===== src/rtl/keypad_pkg.sv =====
`default_nettype none
// ============================================================================
// keypad_pkg : key codes, scanner FSM states and row/column key encoder
// Revision   : 1.0
// ============================================================================
package keypad_pkg;

    localparam logic [3:0] KEY_STAR = 4'b1010;
    localparam logic [3:0] KEY_HASH = 4'b1011;

    typedef enum logic [3:0] {
        ST_SCAN     = 4'b0001,
        ST_DEBOUNCE = 4'b0010,
        ST_PRESSED  = 4'b0100,
        ST_RELEASE  = 4'b1000
    } state_e;

    // row_n is one-cold (active-low row), col is the driven column index
    function automatic logic [3:0] encode(input logic [3:0] row_n, input logic [1:0] col);
        logic [3:0] code;
        code = 4'b0000;
        case (row_n)
            4'b1110: code = 4'd1 + {2'b00, col};
            4'b1101: code = 4'd4 + {2'b00, col};
            4'b1011: code = 4'd7 + {2'b00, col};
            4'b0111: begin
                case (col)
                    2'd0:    code = KEY_STAR;
                    2'd1:    code = 4'b0000;
                    default: code = KEY_HASH;
                endcase
            end
            default: code = 4'b0000;
        endcase
        return code;
    endfunction

endpackage
`default_nettype wire


===== src/rtl/sync_2ff.sv =====
`default_nettype none
// ============================================================================
// sync_2ff : two-flop synchroniser for quasi-static asynchronous inputs
// Revision : 1.0
// ============================================================================
module sync_2ff #(
    parameter int unsigned    WIDTH     = 1,
    parameter logic [WIDTH-1:0] RESET_VAL = '0
) (
    input  logic             clk,
    input  logic             rst_n,
    input  logic [WIDTH-1:0] d_i,
    output logic [WIDTH-1:0] q_o
);

    logic [WIDTH-1:0] meta_q;
    logic [WIDTH-1:0] sync_q;

    always_ff @(posedge clk or negedge rst_n) begin
        if (!rst_n) begin
            meta_q <= RESET_VAL;
            sync_q <= RESET_VAL;
        end else begin
            meta_q <= d_i;
            sync_q <= meta_q;
        end
    end

    assign q_o = sync_q;

endmodule
`default_nettype wire


===== src/rtl/keypad_scanner.sv =====
`default_nettype none
// ============================================================================
// keypad_scanner : 3x4 matrix keypad scanner, debouncer and key encoder
// Revision       : 1.0
// ============================================================================
module keypad_scanner
    import keypad_pkg::*;
#(
    parameter int unsigned SCAN_DIV     = 50000,
    parameter int unsigned DEBOUNCE_CYC = 500000
) (
    input  logic       clk,
    input  logic       reset_1,
    input  logic [3:0] row_in,
    output logic [2:0] col_out,
    output logic [3:0] Code_1,
    output logic       Valid_1,
    output logic       key_held
);

    localparam int unsigned CNT_MAX = (SCAN_DIV > DEBOUNCE_CYC) ? SCAN_DIV : DEBOUNCE_CYC;
    localparam int unsigned CNT_W   = (CNT_MAX > 2) ? $clog2(CNT_MAX) : 1;
    localparam logic [CNT_W-1:0] SCAN_LAST = CNT_W'(SCAN_DIV - 1);
    localparam logic [CNT_W-1:0] DEB_LAST  = CNT_W'(DEBOUNCE_CYC - 1);

    logic [3:0]       row_s;
    state_e           state_q, state_d;
    logic [1:0]       col_q, col_d;
    logic [CNT_W-1:0] cnt_q, cnt_d;
    logic [3:0]       pat_q, pat_d;
    logic [3:0]       code_q, code_d;
    logic             valid_q, valid_d;
    logic             held_q, held_d;

    logic [3:0]       w_low;
    logic             w_single;
    logic [CNT_W-1:0] w_cnt_inc;
    logic [1:0]       w_col_next;

    // Rows idle high, so the synchroniser resets to all-ones to avoid a phantom press
    sync_2ff #(
        .WIDTH     (4),
        .RESET_VAL (4'hF)
    ) u_row_sync (
        .clk   (clk),
        .rst_n (reset_1),
        .d_i   (row_in),
        .q_o   (row_s)
    );

    assign w_low      = ~row_s;
    assign w_single   = (w_low != 4'b0000) && ((w_low & (w_low - 4'b0001)) == 4'b0000);
    assign w_cnt_inc  = (&cnt_q) ? cnt_q : cnt_q + 1'b1;
    assign w_col_next = (col_q == 2'd2) ? 2'd0 : col_q + 2'd1;

    always_ff @(posedge clk or negedge reset_1) begin
        if (!reset_1) begin
            state_q <= ST_SCAN;
            col_q   <= 2'd0;
            cnt_q   <= '0;
            pat_q   <= 4'hF;
            code_q  <= 4'b0000;
            valid_q <= 1'b0;
            held_q  <= 1'b0;
        end else begin
            state_q <= state_d;
            col_q   <= col_d;
            cnt_q   <= cnt_d;
            pat_q   <= pat_d;
            code_q  <= code_d;
            valid_q <= valid_d;
            held_q  <= held_d;
        end
    end

    always_comb begin
        state_d = state_q;
        col_d   = col_q;
        cnt_d   = cnt_q;
        pat_d   = pat_q;
        code_d  = code_q;
        valid_d = 1'b0;
        held_d  = held_q;
        case (state_q)
            ST_SCAN: begin
                if (w_single) begin
                    pat_d   = row_s;
                    cnt_d   = '0;
                    state_d = ST_DEBOUNCE;
                end else if (cnt_q == SCAN_LAST) begin
                    cnt_d = '0;
                    col_d = w_col_next;
                end else begin
                    cnt_d = w_cnt_inc;
                end
            end
            ST_DEBOUNCE: begin
                if (row_s != pat_q) begin
                    cnt_d   = '0;
                    state_d = ST_SCAN;
                end else if (cnt_q == DEB_LAST) begin
                    cnt_d   = '0;
                    state_d = ST_PRESSED;
                end else begin
                    cnt_d = w_cnt_inc;
                end
            end
            ST_PRESSED: begin
                code_d  = encode(pat_q, col_q);
                valid_d = 1'b1;
                held_d  = 1'b1;
                cnt_d   = '0;
                state_d = ST_RELEASE;
            end
            ST_RELEASE: begin
                // Any low row restarts the release window, so other keys are ignored here
                if (row_s != 4'hF) begin
                    cnt_d = '0;
                end else if (cnt_q == DEB_LAST) begin
                    held_d  = 1'b0;
                    cnt_d   = '0;
                    col_d   = w_col_next;
                    state_d = ST_SCAN;
                end else begin
                    cnt_d = w_cnt_inc;
                end
            end
            default: begin
                cnt_d   = '0;
                state_d = ST_SCAN;
            end
        endcase
    end

    always_comb begin
        case (col_q)
            2'd0:    col_out = 3'b110;
            2'd1:    col_out = 3'b101;
            default: col_out = 3'b011;
        endcase
    end

    assign Code_1   = code_q;
    assign Valid_1  = valid_q;
    assign key_held = held_q;

endmodule
`default_nettype wire


===== config.mk =====
export PLATFORM = sky130hd
export DESIGN_NAME = keypad_scanner
export DESIGN_NICKNAME = d
export VERILOG_FILES = /design/src/rtl/keypad_pkg.sv /design/src/rtl/sync_2ff.sv /design/src/rtl/keypad_scanner.sv
export SDC_FILE = /design/constraint.sdc
export NUM_CORES = 1
export LEC_CHECK = 0
export CORE_MARGIN = 2
export CORE_UTILIZATION = 42
export DETAILED_ROUTE_END_ITERATION = 7
export PLACE_DENSITY = 0.58
export SYNTH_ARGS = -nofsm -noshare
export SYNTH_HDL_FRONTEND = slang
export SYNTH_SLANG_ARGS = --single-unit

===== constraint.sdc =====
create_clock -name clk -period 4.7 [get_ports clk]
set_input_delay 0.94 -clock clk [delete_from_list [all_inputs] [get_ports clk]]
set_output_delay 0.94 -clock clk [all_outputs]
set_load 0.01 [all_outputs]

======== Word-level counts from Yosys, hierarchy flattened ========
Cells that the tools add are included.
storage, ports and cells
  register bits after elaboration ......... 43
  bits of input ports ..................... 6
  output and inout port bits .............. 9
  word-level logic and storage cells ...... 74
cells by class
  add/sub/neg operators ................... 6
  equality and inequality tests ........... 20
  muxes and demuxes ....................... 26
  bitwise operators ....................... 2
  reduce and logical (&&, ||, !) cells .... 11
operators by type and width
  operator                                                            number
  19-bit two-way mux                                                  6
  19-bit one-hot mux with 3 select lines                              1
  4-bit one-hot mux with 4 select lines                               2
  4-bit two-way mux                                                   5
  19-bit by 1-bit adder with 19-bit output (second input constant)    1
  19-bit by 16-bit == test with 1-bit output (second input constant)  1
  19-bit == test (second input constant)                              1
  19-bit AND reduction                                                1
  4-bit == test (second input constant)                               4
  2-bit two-way mux                                                   5
  2-bit inequality test (second input constant)                       5
  3-bit by 2-bit adder with 4-bit output (first input constant)       2
  4-bit by 3-bit == test with 1-bit output (second input constant)    2
  4-bit one-hot mux with 2 select lines                               1
  3-bit one-hot mux with 2 select lines                               1
  5-bit AND reduction                                                 1
  4-bit AND                                                           1
  4-bit by 1-bit == test with 1-bit output (second input constant)    1
  4-bit by 2-bit == test with 1-bit output (second input constant)    1
  4-bit zero test                                                     1
  4-bit inequality test                                               1
  4-bit inequality test (second input constant)                       1
  4-bit inverter                                                      1
  2-bit one-hot mux with 2 select lines                               1
  other kinds (15)                                                    18

======== Depth between registers and ports, before layout ========
  depth in word-level cells ............... 7
  depth in mapped cells ................... 8

======== Cells and area by module ========
From an unflattened synthesis, not the netlist that was laid out.
unflattened totals
  cells, all modules ...................... 230
  area total of the unflattened synthesis .. 2,447.3 um2
by module, submodules not included
  module          times used  cells an instance  area each (um2)  sequential area each (um2)
  keypad_scanner  1           222                2,237.1          882.1
  sync_2ff        1           8                  210.2            210.2

======== Worst setup path after synthesis ========
No wires, ideal clock.
  path kind ............................... register to output
  start ................................... reg col_q[0]
  end ..................................... out col_out[2]
  arrival ................................. 1.002 ns
  setup slack ............................. 2.758 ns
  stages on the path, launching flop included .. 4
  path through ............................ dfrtp_1 > inv_1 > ha_1 > or2_2
on the way
  cells in the longest elaborated chain, start to end .. 2
  elaborated cells between the ends (all ways) .. 3
RTL lines
  element                                                                      RTL line               source
  start, declared                                                              keypad_scanner.sv:28   logic [1:0] col_q, col_d;
  start signal, assigned                                                       keypad_scanner.sv:67   col_q <= col_d;
  2-bit by 1-bit == test with 1-bit output or 2-bit zero test (tied branches)  keypad_scanner.sv:136  case (col_q)
  3-bit one-hot mux with 2 select lines (*)                                    keypad_scanner.sv:136
  end, declared                                                                keypad_scanner.sv:15   output logic [2:0] col_out,
Mark *: on every way between the ends. The rest lies on a longest branch, timed or not.

======== Worst setup path after layout ========
Same ends and word-level chain as after synthesis.

==> results.json <==
{
  "ioPinCount": 15,
  "cts_setup_buffers": 0,
  "finalHoldViolCount": 0,
  "core_sq_mm": 0.005439,
  "yosysWarnings": 0,
  "num_rows": 27,
  "power_frac_clock_pct": 26.6,
  "initialDrtViolationCount": 125,
  "hpwl_mm": 3.016,
  "ant_nets": 0,
  "maxCapViolCount": 0,
  "synth_cell_type_count": 52,
  "grt_antenna_before_repair": 0,
  "synth_edf_count": 0,
  "p_total_uw": 944.7,
  "power_switching_uw": 311.8,
  "power.leakage_uw": 0.001050,
  "overflow": 0,
  "grt_pass1_wl_mm": 7.659,
  "fin_crit_ns": 2.810,
  "synth_top_family_by_area": "simple AND/OR/NAND/NOR gates",
  "fin_tns_setup_ns": 0,
  "critical-path-max-stage-delay_ns": 0.48,
  "cts_root_buf": "clkbuf_8",
  "die_h_microns": 78.50,
  "mappedNetlistArea_sq_mm": 0.002331,
  "ctsResizeCount": 0,
  "ys_ff_latch": 43,
  "cp-start-kind": "flip-flop",
  "dpl_cell_area_sq_mm": 0.002506,
  "drive_gt1_share_pct": 14.88,
  "grt_start_max_net_pins": 44,
  "ys.flop_type": "dfrtp_1",
  "numPortBuffers": 14,
  "clkSlewWorstSetupHoldPaths_ns": 0.09,
  "via_per_inst": 5.551,
  "route.detailed.drc": 0,
  "initial_core_util_pct": 42.86,
  "num_antenna_cells": 0,
  "totalWireLength_mm": 4.311,
  "cp.required_ns": 3.76,
  "synthArstFlopShare_pct": 100.0,
  "cp_max_fo": 8,
  "drv_slew": 0,
  "first_global_vias": 1608,
  "syn2layout_area_growth_pct": 11.59,
  "syn-num-nets": 241,
  "synth_most_common_cell": "dfrtp_1",
  "cts_buffers": 5,
  "max_slew_margin_pct": 37.99,
  "ir_worst_vdd_mv": 0.1801,
  "setup_violations": 0,
  "layout.nets": 253,
  "routabilityCongestion": 0.8285,
  "synth-xor-area-share_pct": 4.885,
  "comb_power_share_pct": 21.6,
  "ctsHtreeMaxLevel": 2,
  "cts_tree": "done",
  "synth_top_area_cell": "dfrtp_1",
  "switching_share_pct": 33.00,
  "die_x_microns": 78.50,
  "design_area_sq_mm": 0.002601,
  "cp_cell_sequence": "inv_1 > ha_1 > or2_2 > clkdlybuf4s50_1",
  "cp_top_family": "buffers and inverters",
  "synth_top_area_share_pct": 32.21,
  "power_density_mw_per_mm2": 363.2,
  "syn_inst": 229,
  "min_path_type": "reg -> reg",
  "fin_skew_ns": 0.01094,
  "cts_hold_buf": 0,
  "first_pass_iters": 4,
  "seq_area_frac_synth_pct": 46.86,
  "synth_compound_area_share_pct": 14.87,
  "syn_avg_cell_area_sq_um": 10.18,
  "stdcell_count": 314,
  "vias": 1743,
  "path_buf_inv": 2,
  "synth.area.mux_share_pct": 2.899,
  "worst_pin_slew_ns": 0.9302,
  "synth_common_cells": "dfrtp_1 (30), nor2_1 (26), dfstp_2 (13), nand2_1 (13), nand3_1 (11)",
  "worstSkewPairLatency_ns": 0.30,
  "synth-adder-area-share_pct": 3.221,
  "dpl.cell_count": 306,
  "critical_path_class": "reg -> out",
  "synth.top_cells.by_area": "dfrtp_1 (32%), dfstp_2 (15%), nor2_1 (4.2%)",
  "endpoint_kind": "output port",
  "p_seq_share_pct": 51.8,
  "internal-power_uw": 632.9,
  "die_area_sq_mm": 0.006162,
  "synthSimpleGateAreaFrac_pct": 23.67,
  "track_usage_pct": 15.84,
  "status": "complete, no violations",
  "cp.arrival_ns": 1.87,
  "rsz0062_at_grt": "no",
  "wire_per_inst_microns": 13.73,
  "post-route-period-util_pct": 59.79,
  "crit_slowest_cell": "dfrtp_1",
  "cts.sinks": 43,
  "cts_buffer_depth": 2,
  "max_freq_ghz": 0.3559
}
-- routing by layer --
layer  part of all wire (%)  global-route usage (%)  wire, microns  vias to the layer above
met5                      0                       0              0                        -
met1                     51                   22.74           2220                      840
li1                       -                       -              -                      868
met2                     44                   22.82           1889                       31
met4                    1.0                   5.439             44                        0
met3                    3.6                   4.483            156                        4
-- cells in the final DEF (no fill, tap or decap), types with 3 or more instances in the layout --
| cell type | count |
|---|---|
| dfrtp_1 | 30 |
| nor3_1 | 5 |
| o21ai_0 | 6 |
| clkbuf_8 | 5 |
| o22ai_1 | 4 |
| o211ai_1 | 3 |
| a21oi_1 | 9 |
| nand4_1 | 7 |
| a22o_1 | 3 |
| nand2b_1 | 4 |
| a211oi_1 | 3 |
| and3_1 | 7 |
| a32o_1 | 3 |
| clkdlybuf4s50_1 | 13 |
| mux2_2 | 6 |
| nor2_1 | 26 |
| xor2_1 | 7 |
| ha_1 | 6 |
| nand3_1 | 11 |
| dfstp_2 | 13 |
| xnor2_1 | 6 |
| nor4b_1 | 4 |
| inv_6 | 3 |
| nand2_1 | 13 |
| inv_1 | 9 |
-- power by group through the flow --
stage          clock network [uW]  registers [uW]  logic [uW]
2_1_floorplan                   0             447         217
3_3_place_gp                    0             494         206
3_5_place_dp                    0             494         204
4_1_cts                       265             488         207
5_1_grt                       283             498         231
6_report                      251             489         204
-- state kept, by name (all words and copies together) (netlist names) --
register           flops
key_held               1
u_row_sync.meta_q      4
pat_q                  4
cnt_q                 19
u_row_sync.q_o         4
col_q                  2
state_q                4
Valid_1                1
Code_1                 4
-- final timing paths --
kind,depth (start not counted),to,start,slack [ns]
min,0,u_row_sync.q_o[1],u_row_sync.meta_q[1],0.36
max in group asynchronous,1,Code_1[2],reset_1,3.35
min reg2reg,0,u_row_sync.q_o[1],u_row_sync.meta_q[1],0.36
max,4,col_out[2],col_q[0],1.89
min in group asynchronous,1,cnt_q[9],reset_1,0.77
max reg2reg,6,cnt_q[17],cnt_q[0],2.50
-- cell type report --
class	count	area [sq um]
well taps	72	90.09
clock inverters	3	26.28
repair buffers	14	135.1
fillers	525	2838
multi-input cells	168	1155
inverters	9	33.78
clock buffers	5	68.82
flip-flops and latches	43	1092
-- cell families after synthesis --
kind of cell               Yosys count
DFF                                 43
AOI/OAI and AO/OA                   47
and+or+nand+nor                     96
xor gates and xnor gates            13
muxes                                6
adders and majority gates            6
buffers and inverters               18
-- per-stage QoR --
step | hold WS, ns | util (%) | worst slack [ns]
global route | 0.3681 | 47.83 | 1.781
finish | 0.3595 | 47.83 | 1.890
global placement | 0.3453 | 46.08 | 2.259
CTS | 0.3616 | 47.83 | 1.875
detailed placement | 0.3469 | 46.08 | 2.232
floorplan | 0.3452 | - | 2.758
Note: power is estimated with default switching activity, not from simulation.
